===== config.mk =====
export PLATFORM = sky130hd
export DESIGN_NAME = periph_bus_ctrl
export DESIGN_NICKNAME = d
export VERILOG_FILES = /design/src/rtl/periph_bus_ctrl.sv
export SDC_FILE = /design/constraint.sdc
export NUM_CORES = 1
export LEC_CHECK = 0
export CORE_MARGIN = 3
export CORE_UTILIZATION = 29
export DETAILED_ROUTE_END_ITERATION = 10
export GPL_ROUTABILITY_DRIVEN = 1
export PLACE_DENSITY = 0.71
export SYNTH_ARGS = -nofsm -noshare
export SYNTH_HDL_FRONTEND = slang
export SYNTH_SLANG_ARGS = --single-unit

===== constraint.sdc =====
create_clock -name clk -period 4.29 [get_ports clk]
set_input_delay 0.429 -clock clk [delete_from_list [all_inputs] [get_ports clk]]
set_output_delay 0.429 -clock clk [all_outputs]
set_load 0.1 [all_outputs]

===== src/rtl/periph_bus_ctrl.sv =====
// periph_bus_ctrl: two-master to three-slave peripheral bus controller.
// Round-robin arbitration between a fetch master (m0) and a data master (m1).
// Address decode targets BOOTROM, UART and PLIC. One transaction is in flight
// at a time, with a per-access timeout.
//
// Ports
//   clk, rst_n                 clock, asynchronous active-low reset
//   m_req/m_we/m_addr/m_wdata/m_be   per-master request, {m1, m0} packing
//   m_gnt                      combinational grant pulse in the IDLE cycle
//   m_rvalid/m_err/m_rdata     one-cycle response to the owning master
//   s_sel/s_we/s_addr/s_wdata/s_be   slave access, s_addr = offset in region
//   s_ready/s_rdata            per-slave completion and read data {PLIC, UART, BOOTROM}
module periph_bus_ctrl #(
  parameter bit          BOOTROM_SUPPORTED = 1'b1,
  parameter logic [31:0] BOOTROM_BASE      = 32'h0000_1000,
  parameter logic [31:0] BOOTROM_RANGE     = 32'h0000_0FFF,
  parameter bit          UART_SUPPORTED    = 1'b1,
  parameter logic [31:0] UART_BASE         = 32'h1000_0000,
  parameter logic [31:0] UART_RANGE        = 32'h0000_0007,
  parameter bit          PLIC_SUPPORTED    = 1'b1,
  parameter logic [31:0] PLIC_BASE         = 32'h0C00_0000,
  parameter logic [31:0] PLIC_RANGE        = 32'h03FF_FFFF,
  parameter int unsigned TIMEOUT           = 16
) (
  input  logic        clk,
  input  logic        rst_n,
  input  logic [1:0]  m_req,
  input  logic [1:0]  m_we,
  input  logic [63:0] m_addr,
  input  logic [63:0] m_wdata,
  input  logic [7:0]  m_be,
  output logic [1:0]  m_gnt,
  output logic [1:0]  m_rvalid,
  output logic [1:0]  m_err,
  output logic [31:0] m_rdata,
  output logic [2:0]  s_sel,
  output logic        s_we,
  output logic [31:0] s_addr,
  output logic [31:0] s_wdata,
  output logic [3:0]  s_be,
  input  logic [2:0]  s_ready,
  input  logic [95:0] s_rdata
);

  localparam int unsigned CNT_W = $clog2(TIMEOUT + 1);

  typedef enum logic [1:0] {
    IDLE   = 2'd0,
    ACCESS = 2'd1,
    RESP   = 2'd2
  } state_e;

  state_e           state_q, state_d;
  logic             last_q;    // master granted most recently
  logic             owner_q;   // master owning the current transaction
  logic [CNT_W-1:0] cnt_q;

  logic             gnt_idx;
  logic             g_we;
  logic [31:0]      g_addr, g_wdata;
  logic [3:0]       g_be;
  logic [2:0]       dec_sel;
  logic [31:0]      dec_off;
  logic [31:0]      sel_rdata;
  logic [1:0]       owner_oh;
  logic             ready_hit, timeout_hit;

  // Region hit, compared at 33 bits so BASE + RANGE cannot wrap
  function automatic logic in_region(input logic [31:0] a, input logic [31:0] base,
                                     input logic [31:0] span);
    logic [32:0] top;
    top = {1'b0, base} + {1'b0, span};
    return (a >= base) && ({1'b0, a} <= top);
  endfunction

  // Round-robin winner: with both requesting, the master not granted last wins
  always_comb begin
    gnt_idx = (m_req == 2'b11) ? ~last_q : m_req[1];
    g_we    = gnt_idx ? m_we[1]          : m_we[0];
    g_addr  = gnt_idx ? m_addr[63:32]    : m_addr[31:0];
    g_wdata = gnt_idx ? m_wdata[63:32]   : m_wdata[31:0];
    g_be    = gnt_idx ? m_be[7:4]        : m_be[3:0];
  end

  // Address decode with fixed priority BOOTROM > UART > PLIC
  always_comb begin
    dec_sel = 3'b000;
    dec_off = 32'h0;
    if (BOOTROM_SUPPORTED && in_region(g_addr, BOOTROM_BASE, BOOTROM_RANGE)) begin
      dec_sel = 3'b001;
      dec_off = g_addr - BOOTROM_BASE;
    end else if (UART_SUPPORTED && in_region(g_addr, UART_BASE, UART_RANGE)) begin
      dec_sel = 3'b010;
      dec_off = g_addr - UART_BASE;
    end else if (PLIC_SUPPORTED && in_region(g_addr, PLIC_BASE, PLIC_RANGE)) begin
      dec_sel = 3'b100;
      dec_off = g_addr - PLIC_BASE;
    end
  end

  // Read data of the currently selected slave
  always_comb begin
    sel_rdata = 32'h0;
    case (s_sel)
      3'b001:  sel_rdata = s_rdata[31:0];
      3'b010:  sel_rdata = s_rdata[63:32];
      3'b100:  sel_rdata = s_rdata[95:64];
      default: sel_rdata = 32'h0;
    endcase
  end

  assign owner_oh    = owner_q ? 2'b10 : 2'b01;
  assign ready_hit   = |(s_ready & s_sel);
  assign timeout_hit = (cnt_q == CNT_W'(TIMEOUT - 1));

  // State register
  always_ff @(posedge clk or negedge rst_n) begin
    if (!rst_n) state_q <= IDLE;
    else        state_q <= state_d;
  end

  // Next state and combinational grant; a grant is never issued during reset
  always_comb begin
    state_d = state_q;
    m_gnt   = 2'b00;
    case (state_q)
      IDLE: begin
        if (rst_n && (|m_req)) begin
          m_gnt   = gnt_idx ? 2'b10 : 2'b01;
          state_d = (|dec_sel) ? ACCESS : RESP;
        end
      end
      ACCESS:  if (ready_hit || timeout_hit) state_d = RESP;
      RESP:    state_d = IDLE;
      default: state_d = IDLE;
    endcase
  end

  // Request latch, slave drive, timeout count and response registers
  always_ff @(posedge clk or negedge rst_n) begin
    if (!rst_n) begin
      last_q   <= 1'b1;
      owner_q  <= 1'b0;
      cnt_q    <= '0;
      s_sel    <= 3'b000;
      s_we     <= 1'b0;
      s_addr   <= 32'h0;
      s_wdata  <= 32'h0;
      s_be     <= 4'h0;
      m_rvalid <= 2'b00;
      m_err    <= 2'b00;
      m_rdata  <= 32'h0;
    end else begin
      case (state_q)
        IDLE: begin
          if (|m_req) begin
            last_q  <= gnt_idx;
            owner_q <= gnt_idx;
            cnt_q   <= '0;
            s_we    <= g_we;
            s_addr  <= dec_off;
            s_wdata <= g_wdata;
            s_be    <= g_be;
            if (|dec_sel) begin
              s_sel <= dec_sel;
            end else begin
              m_rvalid <= gnt_idx ? 2'b10 : 2'b01;
              m_err    <= gnt_idx ? 2'b10 : 2'b01;
              m_rdata  <= 32'h0;
            end
          end
        end
        ACCESS: begin
          cnt_q <= cnt_q + CNT_W'(1);
          // A ready arriving on the timeout cycle completes without error
          if (ready_hit) begin
            s_sel    <= 3'b000;
            m_rvalid <= owner_oh;
            m_err    <= 2'b00;
            m_rdata  <= s_we ? 32'h0 : sel_rdata;
          end else if (timeout_hit) begin
            s_sel    <= 3'b000;
            m_rvalid <= owner_oh;
            m_err    <= owner_oh;
            m_rdata  <= 32'h0;
          end
        end
        RESP: begin
          m_rvalid <= 2'b00;
          m_err    <= 2'b00;
          m_rdata  <= 32'h0;
        end
        default: begin
          s_sel    <= 3'b000;
          m_rvalid <= 2'b00;
          m_err    <= 2'b00;
          m_rdata  <= 32'h0;
        end
      endcase
    end
  end

endmodule

# --- Word-level counts from Yosys, hierarchy flattened ---
# Cells that the tools add are included.
totals:
  regBits: 117
classes:
  add_sub_neg: 4
  magnitude_cmp: 6
  eq_ne: 13
  n_mux: 40
  n_bitwise: 3
  n_reduce_logical: 15
op_table:
  columns: ["op", "n"]
  rows:
  - ["2-to-1 mux 32 bit", 10]
  - ["case mux 32 bit (3 select lines)", 1]
  - ["case mux 32 bit (2 select lines)", 1]
  - ["greater-or-equal comparator 32 x 13 -> 1 bit, second input constant", 1]
  - ["greater-or-equal comparator 32 x 28 -> 1 bit, second input constant", 1]
  - ["greater-or-equal comparator 32 x 29 -> 1 bit, second input constant", 1]
  - ["less-or-equal comparator 32 x 13 -> 1 bit, second input constant", 1]
  - ["less-or-equal comparator 32 x 28 -> 1 bit, second input constant", 1]
  - ["less-or-equal comparator 32 x 29 -> 1 bit, second input constant", 1]
  - ["subtractor 32 x 13 -> 32 bit, second input constant", 1]
  - ["subtractor 32 x 28 -> 32 bit, second input constant", 1]
  - ["subtractor 32 x 29 -> 32 bit, second input constant", 1]
  - ["2-to-1 mux 2 bit", 12]
  - ["2-to-1 mux 3 bit", 7]
  - ["case mux 2 bit (2 select lines)", 3]
  - ["!= test 2 bit, second input constant", 5]
  - ["case mux 5 bit (2 select lines)", 1]
  - ["case mux 3 bit (3 select lines)", 1]
  - ["AND reduction 2 bit", 3]
  - ["OR reduction 3 bit", 2]
  - ["adder 5 x 1 -> 5 bit, second input constant", 1]
  - ["== test 5 x 4 -> 1 bit, second input constant", 1]
  - ["2-to-1 mux 5 bit", 1]
  - ["== test 2 bit, second input constant", 2]
  - ["16 further kinds", 21]

# --- Logic depth before layout (Yosys ltp) ---
# Gate-level depths: netlist of the first run.
depth:
  word_depth: 12
  mapped_depth: 17

# --- Worst setup path after synthesis of the first run ---
# OpenSTA, ideal clock, no wires.
synth_path:
  path_type: "register -> register"
  startpoint: "register last_q"
  endpoint: "register m_err[0]"
  setup_ns: 0.126
  arrival_time_ns: 3.120
  t_required_ns: 4.164
  slack_ns: 1.044
  stages_incl_launch_ff: 17
  n_path_buf: 3
  synth_period_minus_slack_ns: 3.246
  path_cell_list: "dfstp_2 a21bo_2 buf_2 clkbuf_1 nand2_1 and2_1 inv_1 ha_1 nand2_1 nor4_1 nand2_1 a21oi_1 o2111a_1 a211oi_2 o21bai_1 buf_4 mux2_2"
synth_via:
  elab_chain_len: 11
synth_lines:
  columns: ["element", "line_no", "text"]
  rows:
  - ["start, declared", "54", "logic last_q;"]
  - ["start signal, assigned", "157", "last_q <= gnt_idx;"]
  - ["inverter 1 bit *", "78", "gnt_idx = (m_req == 2'b11) ? ~last_q : m_req[1];"]
  - ["2-to-1 mux 1 bit *", "78", null]
  - ["2-to-1 mux 32 bit", "80", "g_addr = gnt_idx ? m_addr[63:32] : m_addr[31:0];"]
  - ["greater-or-equal comparator 32 x 28 -> 1 bit / less-or-equal comparator 32 x 28 -> 1 bit (equally long branches)", "73", "return (a >= base) && ({1'b0, a} <= top);"]
  - ["logical AND 1 bit", "73", null]
  - ["2-to-1 mux 3 bit", "95", "end else if (PLIC_SUPPORTED && in_region(g_addr, PLIC_BASE, PLIC_RANGE)) begin"]
  - ["2-to-1 mux 3 bit", "92", "end else if (UART_SUPPORTED && in_region(g_addr, UART_BASE, UART_RANGE)) begin"]
  - ["2-to-1 mux 3 bit", "89", "if (BOOTROM_SUPPORTED && in_region(g_addr, BOOTROM_BASE, BOOTROM_RANGE)) begin"]
  - ["OR reduction 3 bit", "164", "if (|dec_sel) begin"]
  - ["!= test 2 bit (no source line)", null, null]
  - ["AND reduction 3 bit (no source line)", null, null]
  - ["end signal, assigned", "168", "m_err <= gnt_idx ? 2'b10 : 2'b01;"]
  - ["end signal, assigned", "184", "m_err <= owner_oh;"]
  - ["end, declared", "34", "output logic [1:0] m_err,"]
# Every way passes the cells marked *; elsewhere a longest branch is shown, timed or not. The select of a mux whose other input is x is not followed.
# A chain may end at the register's enable or synchronous reset.

# --- Worst setup path in the final report of the first run ---
layout_path:
  startpoint: "input m_req[0]"
  endpoint: "register m_rdata[4]"
layout_via:
  elab_chain_len: 11
layout_lines:
  columns: ["element", "line_no", "text"]
  rows:
  - ["start, declared", "27", "input logic [1:0] m_req,"]
  - ["== test 2 bit", "78", null]
  - ["2-to-1 mux 1 bit", "78", null]
  - ["2-to-1 mux 32 bit", "80", null]
  - ["greater-or-equal comparator 32 x 28 -> 1 bit / less-or-equal comparator 32 x 28 -> 1 bit (equally long branches)", "73", null]
  - ["logical AND 1 bit", "73", null]
  - ["2-to-1 mux 3 bit", "95", null]
  - ["2-to-1 mux 3 bit", "92", null]
  - ["2-to-1 mux 3 bit", "89", null]
  - ["OR reduction 3 bit", "164", null]
  - ["!= test 2 bit (no source line)", null, null]
  - ["AND reduction 3 bit (no source line) *", null, null]
  - ["end signal, assigned", "180", "m_rdata <= s_we ? 32'h0 : sel_rdata;"]
  - ["end, declared", "35", "output logic [31:0] m_rdata,"]
# Every way passes the cells marked *; elsewhere a longest branch is shown, timed or not.

==> run summary, run 1 <==
FFs w/ async S/R, synth = 1.00
CP max FO = 32
LEAKAGE = 0.00467 uW
Post-CTS Setup Repair Bufs = 0
Met1 Use GR = 0.240
Gpl congestion = 0.946
Worst path cell trace = clkdlybuf4s50_1, a21bo_4, nand2_1, and2_1, ha_1, nand2_1, o211ai_1, a221oi_2, o2bb2ai_1, and4_4, a211oi_4, o21bai_2, buf_4, a22o_1
Drt wl/cell = 18.3 um
Area leader, netlist = dfrtp_1
Tot Pwr = 5720 uW
HPWL after detailed placement = 20100 um
FF-to-FF path depth = 13
Die W = 160 um
Hold_buf cts = 0
Synth warn = 0
Power per cell area = 509 mW/mm2
Setup crit start = m_req[0]
Setup CP Type = input pin to flip-flop
Post-route setup slack = 0.684 ns
Setup slack at placement = 0.345 ns
Total wire length = 25900 um
Post-synthesis net count = 1013
Critical path's largest stage delay = 0.54 ns
Period utilisation layout = 0.841
Post-synthesis sequential area ratio = 0.428
Antenna violations before repair = 0
CTS Sinks = 117
Worst Tran Pin Value = 1.10 ns
Remaining Overflow, GRT = 0
DRC viols = 0
Clk_skew = 0.00816 ns
Die Area = 0.0255 mm2
Instance count on the critical path = 14
CP max-delay cell = clkdlybuf4s50_1
Hold Fails Final Rpt = 0
Tot GR Track Use = 0.200
Critical Path Most Common Cell = nand2_1
Unrepaired setup endpoints after global routing = false
Area delta synth->final = 64.3%
Largest net degree at the start of global routing = 115
Share of layout cells above drive strength 1 = 0.0706
Effective utilization at floorplan = 0.299
Synth Flop Type = dfrtp_1
Flops & latches, synth = 117
Antenna Nets Post-Route = 0
Busiest grt layer = met2
# rows = 55
Final-report max-slew violation count = 0
Vias in the first global route = 7450
Count of input and output buffers = 350
Mapped cell area = 0.00684 mm2
Cells after Synth = 760
Startpoint Class = input pin
CTS Buffer Depth = 2
Clock period minus worst slack = 3.61 ns
CTS-repair resized insts = 0
Worst path buffer plus inverter count = 2
CTS Root Cell = clkbuf_16
Total of max-cap violations = 0
Grt met3 use = 0.0700
Worst Hold Class = input pin to asynchronous set/reset pin
Chip height = 160 um
Reg2reg setup slack = 0.71 ns
Critical Path End = m_rdata[4]
Worst R2R Start = last_q
H-Tree Depth = 4
Syn avg cell area = 9.00 um2
Router iterations before antenna repair = 5
Synth top area cells = dfrtp_1 (42%), nand2_1 (8.3%), mux2i_1 (7.8%), o21ai_0 (6.1%), a22o_1 (4.6%)
Critical Path AT = 3.95 ns
Max_slew headroom = 0.265
Delay-heaviest family, CP = compound AO/OA/AOI/OAI gates
CTS tree = built
Worst Setup End Kind = flip-flop
IO Count = 351
CTS clk-pin slew, worst paths = 0.06 ns
RR Endpoint = m_rdata[4]
CORE AREA = 0.0229 mm2
Netlist cell types = 62
Number of diodes = 0
Met2 usage = 0.341
WP data required = 4.64 ns
Setup_tns = 0 ns
Worst-Skew Late Latency = 0.41 ns
First-pass GRT wire length = 41300 um
Core Util, Final = 0.490
VDD IR max = 0.000340 V
CTS buffer count = 17
Final setup violating endpoints = 0
Initial DRC count = 396
Status = complete, no violations
Routed vias = 7178
Vias per cell = 5.06
NumNets Final = 1345
Max Fclk = 277 MHz
Synth top area share = 0.424
Post-synth EDFFs = 0
## synthesized netlist by cell type (3+ instances only)
| cell | instances |
|---|---|
| mux2i_1 | 53 |
| a21oi_1 | 19 |
| a22oi_1 | 33 |
| ha_1 | 12 |
| o21bai_1 | 5 |
| nand2b_1 | 3 |
| buf_4 | 4 |
| nor3_1 | 8 |
| nand2_1 | 152 |
| inv_1 | 10 |
| o211ai_1 | 5 |
| clkbuf_1 | 38 |
| a22o_1 | 36 |
| buf_2 | 5 |
| nor4_1 | 19 |
| and2_1 | 5 |
| mux2_2 | 6 |
| o22ai_1 | 5 |
| o31ai_1 | 13 |
| dfrtp_1 | 116 |
| a2bb2oi_1 | 3 |
| o21ai_0 | 84 |
| nand4_1 | 10 |
| nor2b_1 | 5 |
| nor2_1 | 33 |
| buf_6 | 4 |
| nand3_1 | 19 |
| o22a_1 | 12 |
## per-stage QoR
stage | hold WS (ns) | instances | cell area, um2
CTS | 0.0585 | 1418 | 11200
global route | 0.0848 | 1418 | 11200
detailed placement | 0.469 | 1386 | 10600
global placement | 0.461 | 1386 | 10600
floorplan | 0.133 | 760 | 6840
finish | 0.0366 | 1418 | 11200
## how the worst min path moves through the flow
stage / depth (start not counted) / from / to
floorplan: 0 / rst_n / cnt_q[0]
global placement: 2 / s_wdata[2] / s_wdata[2]
detailed placement: 2 / s_wdata[21] / s_wdata[21]
CTS: 1 / rst_n / m_rdata[29]
global route: 1 / rst_n / m_rdata[29]
finish: 1 / rst_n / m_rdata[29]
## report_power, final
group	switching, uW	internal [uW]	leakage, uW
Sequential	126	1290	0.00152
Combinational	2070	804	0.00286
Clock	539	892	0.000290
## cell usage in the layout (no fill, tap or decap), types with 3 or more instances in the layout
cell type	n
o21ai_0	84
clkdlybuf4s50_1	347
ha_1	12
buf_4	19
nor2_1	33
a21oi_1	19
and2_1	5
o21bai_1	4
o22ai_1	5
inv_6	3
clkinv_4	4
dfrtp_1	116
nor2b_1	3
clkbuf_16	17
nor4_2	3
a22o_1	36
inv_1	10
o211ai_1	5
nand3_1	19
a2bb2oi_1	3
o31ai_1	13
mux2_2	6
nand2_1	151
a22oi_1	33
nor3_1	8
nand2b_1	3
nand4_1	10
o22a_1	12
nor4_1	18
mux2i_1	53
## cell families after synthesis
logic type | count (synthesis) | synth area share
and+or+nand+nor | 265 | 0.173
AOI/OAI and AO/OA | 240 | 0.240
DFF | 117 | 0.428
buffers and inverters | 63 | 0.0421
muxes | 60 | 0.0907
adders and majority gates | 12 | 0.0219
xor gates and xnor gates | 3 | 0.00384
## registers in the layout (all words and copies together) (netlist names), 2 cells and up
signal,flops
s_be,4
cnt_q,5
m_rvalid,2
m_rdata,32
s_sel,3
m_err,2
state_q,2
s_wdata,32
s_addr,32
## metal layers
layer | wire, um | up-vias
met5 | 0 | -
met4 | 463 | 0
met3 | 2110 | 36
met2 | 12800 | 294
met1 | 10600 | 3396
li1 | - | 3452
## area by class of cell
| class | count | area (um2) |
|---|---|---|
| clock buffers | 19 | 453 |
| repair buffers | 366 | 3620 |
| inverters | 10 | 37.5 |
| flip-flops and latches | 117 | 2930 |
| well taps | 313 | 392 |
| multi-input cells | 580 | 3670 |
| clock inverters | 13 | 146 |
| fillers | 2165 | 11700 |
Note: power is estimated with default switching activity, not from simulation.
==> run 2, diff against run 1 <==
--- a/config.mk
+++ b/config.mk
@@ -9,7 +9,7 @@
 export CORE_UTILIZATION = 29
 export DETAILED_ROUTE_END_ITERATION = 10
 export GPL_ROUTABILITY_DRIVEN = 1
-export PLACE_DENSITY = 0.71
+export PLACE_DENSITY = 0.73
 export SYNTH_ARGS = -nofsm -noshare
 export SYNTH_HDL_FRONTEND = slang
 export SYNTH_SLANG_ARGS = --single-unit
==> constraint.sdc (replaced) <==
create_clock -name clk -period 3.2 [get_ports clk]
set_input_delay 0.32 -clock clk [delete_from_list [all_inputs] [get_ports clk]]
set_output_delay 0.32 -clock clk [all_outputs]
set_load 0.1 [all_outputs]
==> run summary, run 2 (synthesis gave the netlist of run 1 again) <==
Status = complete, no violations (unchanged)
Reg power frac = 0.247 (about the same)
Worst Tran Pin Value = 1.03 ns (was 1.10 ns)
CTS buffer count = 17 (unchanged)
Tot Pwr = 7700 uW (was 5720 uW)
Worst-Skew Late Latency = 0.42 ns (was 0.41 ns)
Antenna Nets Post-Route = 0 (unchanged)
Gpl congestion = 0.925 (was 0.946)
H-Tree Depth = 4 (unchanged)
Router iterations before antenna repair = 4 (was 5)
CTS clk-pin slew, worst paths = 0.06 ns (about the same)
Fill cell count = 2133 (was 2165)
Clk_skew = 0.0113 ns (was 0.00816 ns)
Total of max-cap violations = 0 (unchanged)
Net Sw Frac = 0.476 (was 0.478)
Regs by FF count = m_rdata x32, s_addr x32, s_wdata x32 (unchanged)
Period utilisation layout = 0.963
Die W = 160 um (unchanged)
Worst Setup End Kind = flip-flop (unchanged)
Worst path cell trace = a21bo_4, mux2i_2, buf_4, ha_1, nand2_1, o21bai_1, o211ai_1, o211ai_2, a211oi_4, o21bai_4, buf_12, a22o_1 (was clkdlybuf4s50_1, a21bo_4, nand2_1, and2_1, ha_1, nand2_1, o211ai_1, a221oi_2, o2bb2ai_1, and4_4, a211oi_4, o21bai_2, buf_4, a22o_1)
Hold Fails Final Rpt = 0 (unchanged)
Critical path's largest stage delay = 0.56 ns (was 0.54 ns)
Int Power = 4030 uW (was 2980 uW)
Largest net degree at the start of global routing = 67 (was 115)
Setup slack at placement = -0.276 ns (was 0.345 ns)
Count of input and output buffers = 350 (unchanged)
Clock period minus worst slack = 3.08 ns
Most common cell after layout, fill and taps aside = clkdlybuf4s50_1 (unchanged)
CTS tree = built (unchanged)
CTS Sinks = 117 (unchanged)
LEAKAGE = 0.00489 uW (was 0.00467 uW)
HPWL after detailed placement = 20500 um (was 20100 um)
Die Area = 0.0255 mm2 (unchanged)
Number of diodes = 0 (unchanged)
Antenna violations before repair = 0 (unchanged)
Gate power share = 0.512 (was 0.503)
# rows = 55 (unchanged)
Clock Power Share = 0.241 (was 0.250)
Remaining Overflow, GRT = 0 (unchanged)
Net Switching = 3670 uW (was 2740 uW)
CTS Root Cell = clkbuf_16 (unchanged)
Initial DRC count = 465 (was 396)
Share of layout cells above drive strength 1 = 0.120 (was 0.0706)
NumNets Final = 1386 (was 1345)
DRC viols = 0 (unchanged)
Vias in the first global route = 7558 (was 7450)
Power per cell area = 663 mW/mm2 (was 509 mW/mm2)
FF-to-FF path depth = 12 (was 13)
First-pass GRT wire length = 41300 um (unchanged)
Post-route setup slack = 0.118 ns (was 0.684 ns)
Tot GR Track Use = 0.201 (was 0.200)
Setup CP Type = flip-flop to flip-flop (was input pin to flip-flop)
Most frequent cells in the layout = clkdlybuf4s50_1 (337), nand2_1 (150), dfrtp_1 (116) (was clkdlybuf4s50_1 (347), nand2_1 (151), dfrtp_1 (116))
CTS Buffer Depth = 2 (unchanged)
IO Count = 351 (unchanged)
Startpoint Class = flip-flop (was input pin)
Worst Hold Class = input pin to asynchronous set/reset pin (unchanged)
Unrepaired setup endpoints after global routing = true (was false)
Vias per cell = 5.08 (was 5.06)
Chip height = 160 um (unchanged)
CP max FO = 32 (unchanged)
VDD IR max = 0.000871 V (was 0.000340 V)
Final-report max-slew violation count = 0 (unchanged)
Drt wl/cell = 18.0 um (was 18.3 um)
Effective utilization at floorplan = 0.299 (unchanged)
Routed vias = 7418 (was 7178)
Max_slew headroom = 0.310 (was 0.265)
CP max-delay cell = dfstp_2 (was clkdlybuf4s50_1)
Total wire length = 26300 um (was 25900 um)
WP data required = 3.49 ns (was 4.64 ns)
Area delta synth->final = 69.8% (was 64.3%)
CORE AREA = 0.0229 mm2 (unchanged)
Final setup violating endpoints = 0 (unchanged)
Max Fclk = 324 MHz
Critical Path AT = 3.37 ns (was 3.95 ns)
## run 2: changes by cell type in the layout (fill, tap and decap cells not counted), moves of 2 or more
cell and change:
o41ai_2 +2, clkdlybuf4s50_1 -10, inv_6 -2, clkinv_2 +3, ha_1 -2, nor4_2 +2, buf_12 +4, ha_2 +2
buf_4 +46, clkinvlp_4 +2, clkinv_4 -3, o41ai_1 -2, nor4_1 -2
## run 2: final timing paths
path / start / endpoint / slack (ns)
hold reg to reg: s_addr[6] / s_addr[6] / 0.47
min in group clk: rst_n / state_q[0] / 0.28
max in group asynchronous: rst_n / s_addr[22] / 2.47
setup reg to reg: last_q / m_rdata[7] / 0.12
setup / recovery: last_q / m_rdata[7] / 0.12
hold / removal: rst_n / m_rdata[22] / 0.05
## run 2: power by group through the flow
stage | combinational (uW) | clock [uW] | sequential (uW)
4_1_cts | 3940 | 1920 | 1910
5_1_grt | 4130 | 1990 | 1940
3_5_place_dp | 3930 | 0 | 1930
3_3_place_gp | 3910 | 0 | 1920
2_1_floorplan | 991 | 0 | 3590
6_report | 3940 | 1850 | 1900
## run 2: routing by layer
metal,share of wire,track usage
met5,0,0
met4,0.024,0.0700
met3,0.072,0.0575
met2,0.50,0.344
met1,0.41,0.240
## run 2: final cells by class
type / instances / area, um2 / area share
timing repair buffer: 407 / 3960 / 0.341
multi-input combinational: 580 / 3730 / 0.321
sequential: 117 / 2930 / 0.252
clock buffer: 19 / 443 / 0.0381
tap: 313 / 392 / 0.0337
clock inverter: 13 / 133 / 0.0114
inverter: 10 / 37.5 / 0.00323
## run 2: what timing repair did
action | 4_1_cts | 5_1_grt
setup endpoints to repair | 0 | 64
buffers inserted | 0 | 1
hold buffers | 0 | 0
gates resized for setup | 0 | 15
## run 2: worst max-delay path: cells and delay by family (launching register included)
| kind | cells | cell delay, ns |
|---|---|---|
| AND/OR/NAND/NOR | 1 | 0.09 |
| buffers and inverters | 2 | 0.36 |
| flip-flops | 1 | 0.56 |
| AO/OA/AOI/OAI | 7 | 1.45 |
| adder cells (fa/ha/maj) | 1 | 0.18 |
| multiplexers | 1 | 0.31 |
## run 2: per-stage QoR
step                      setup TNS, ns  instance area (um2)  instances  hold slack (ns)  utilization
after floorplan                       0                 6840        760           0.0244            -
final                                 0                11600       1459           0.0542        0.507
after detailed placement         -15.12                11000       1426            0.467        0.479
after global placement           -10.50                11000       1426            0.460        0.479
after global routing            -0.0694                11600       1459            0.107        0.507
after CTS                             0                11500       1458           0.0711        0.504
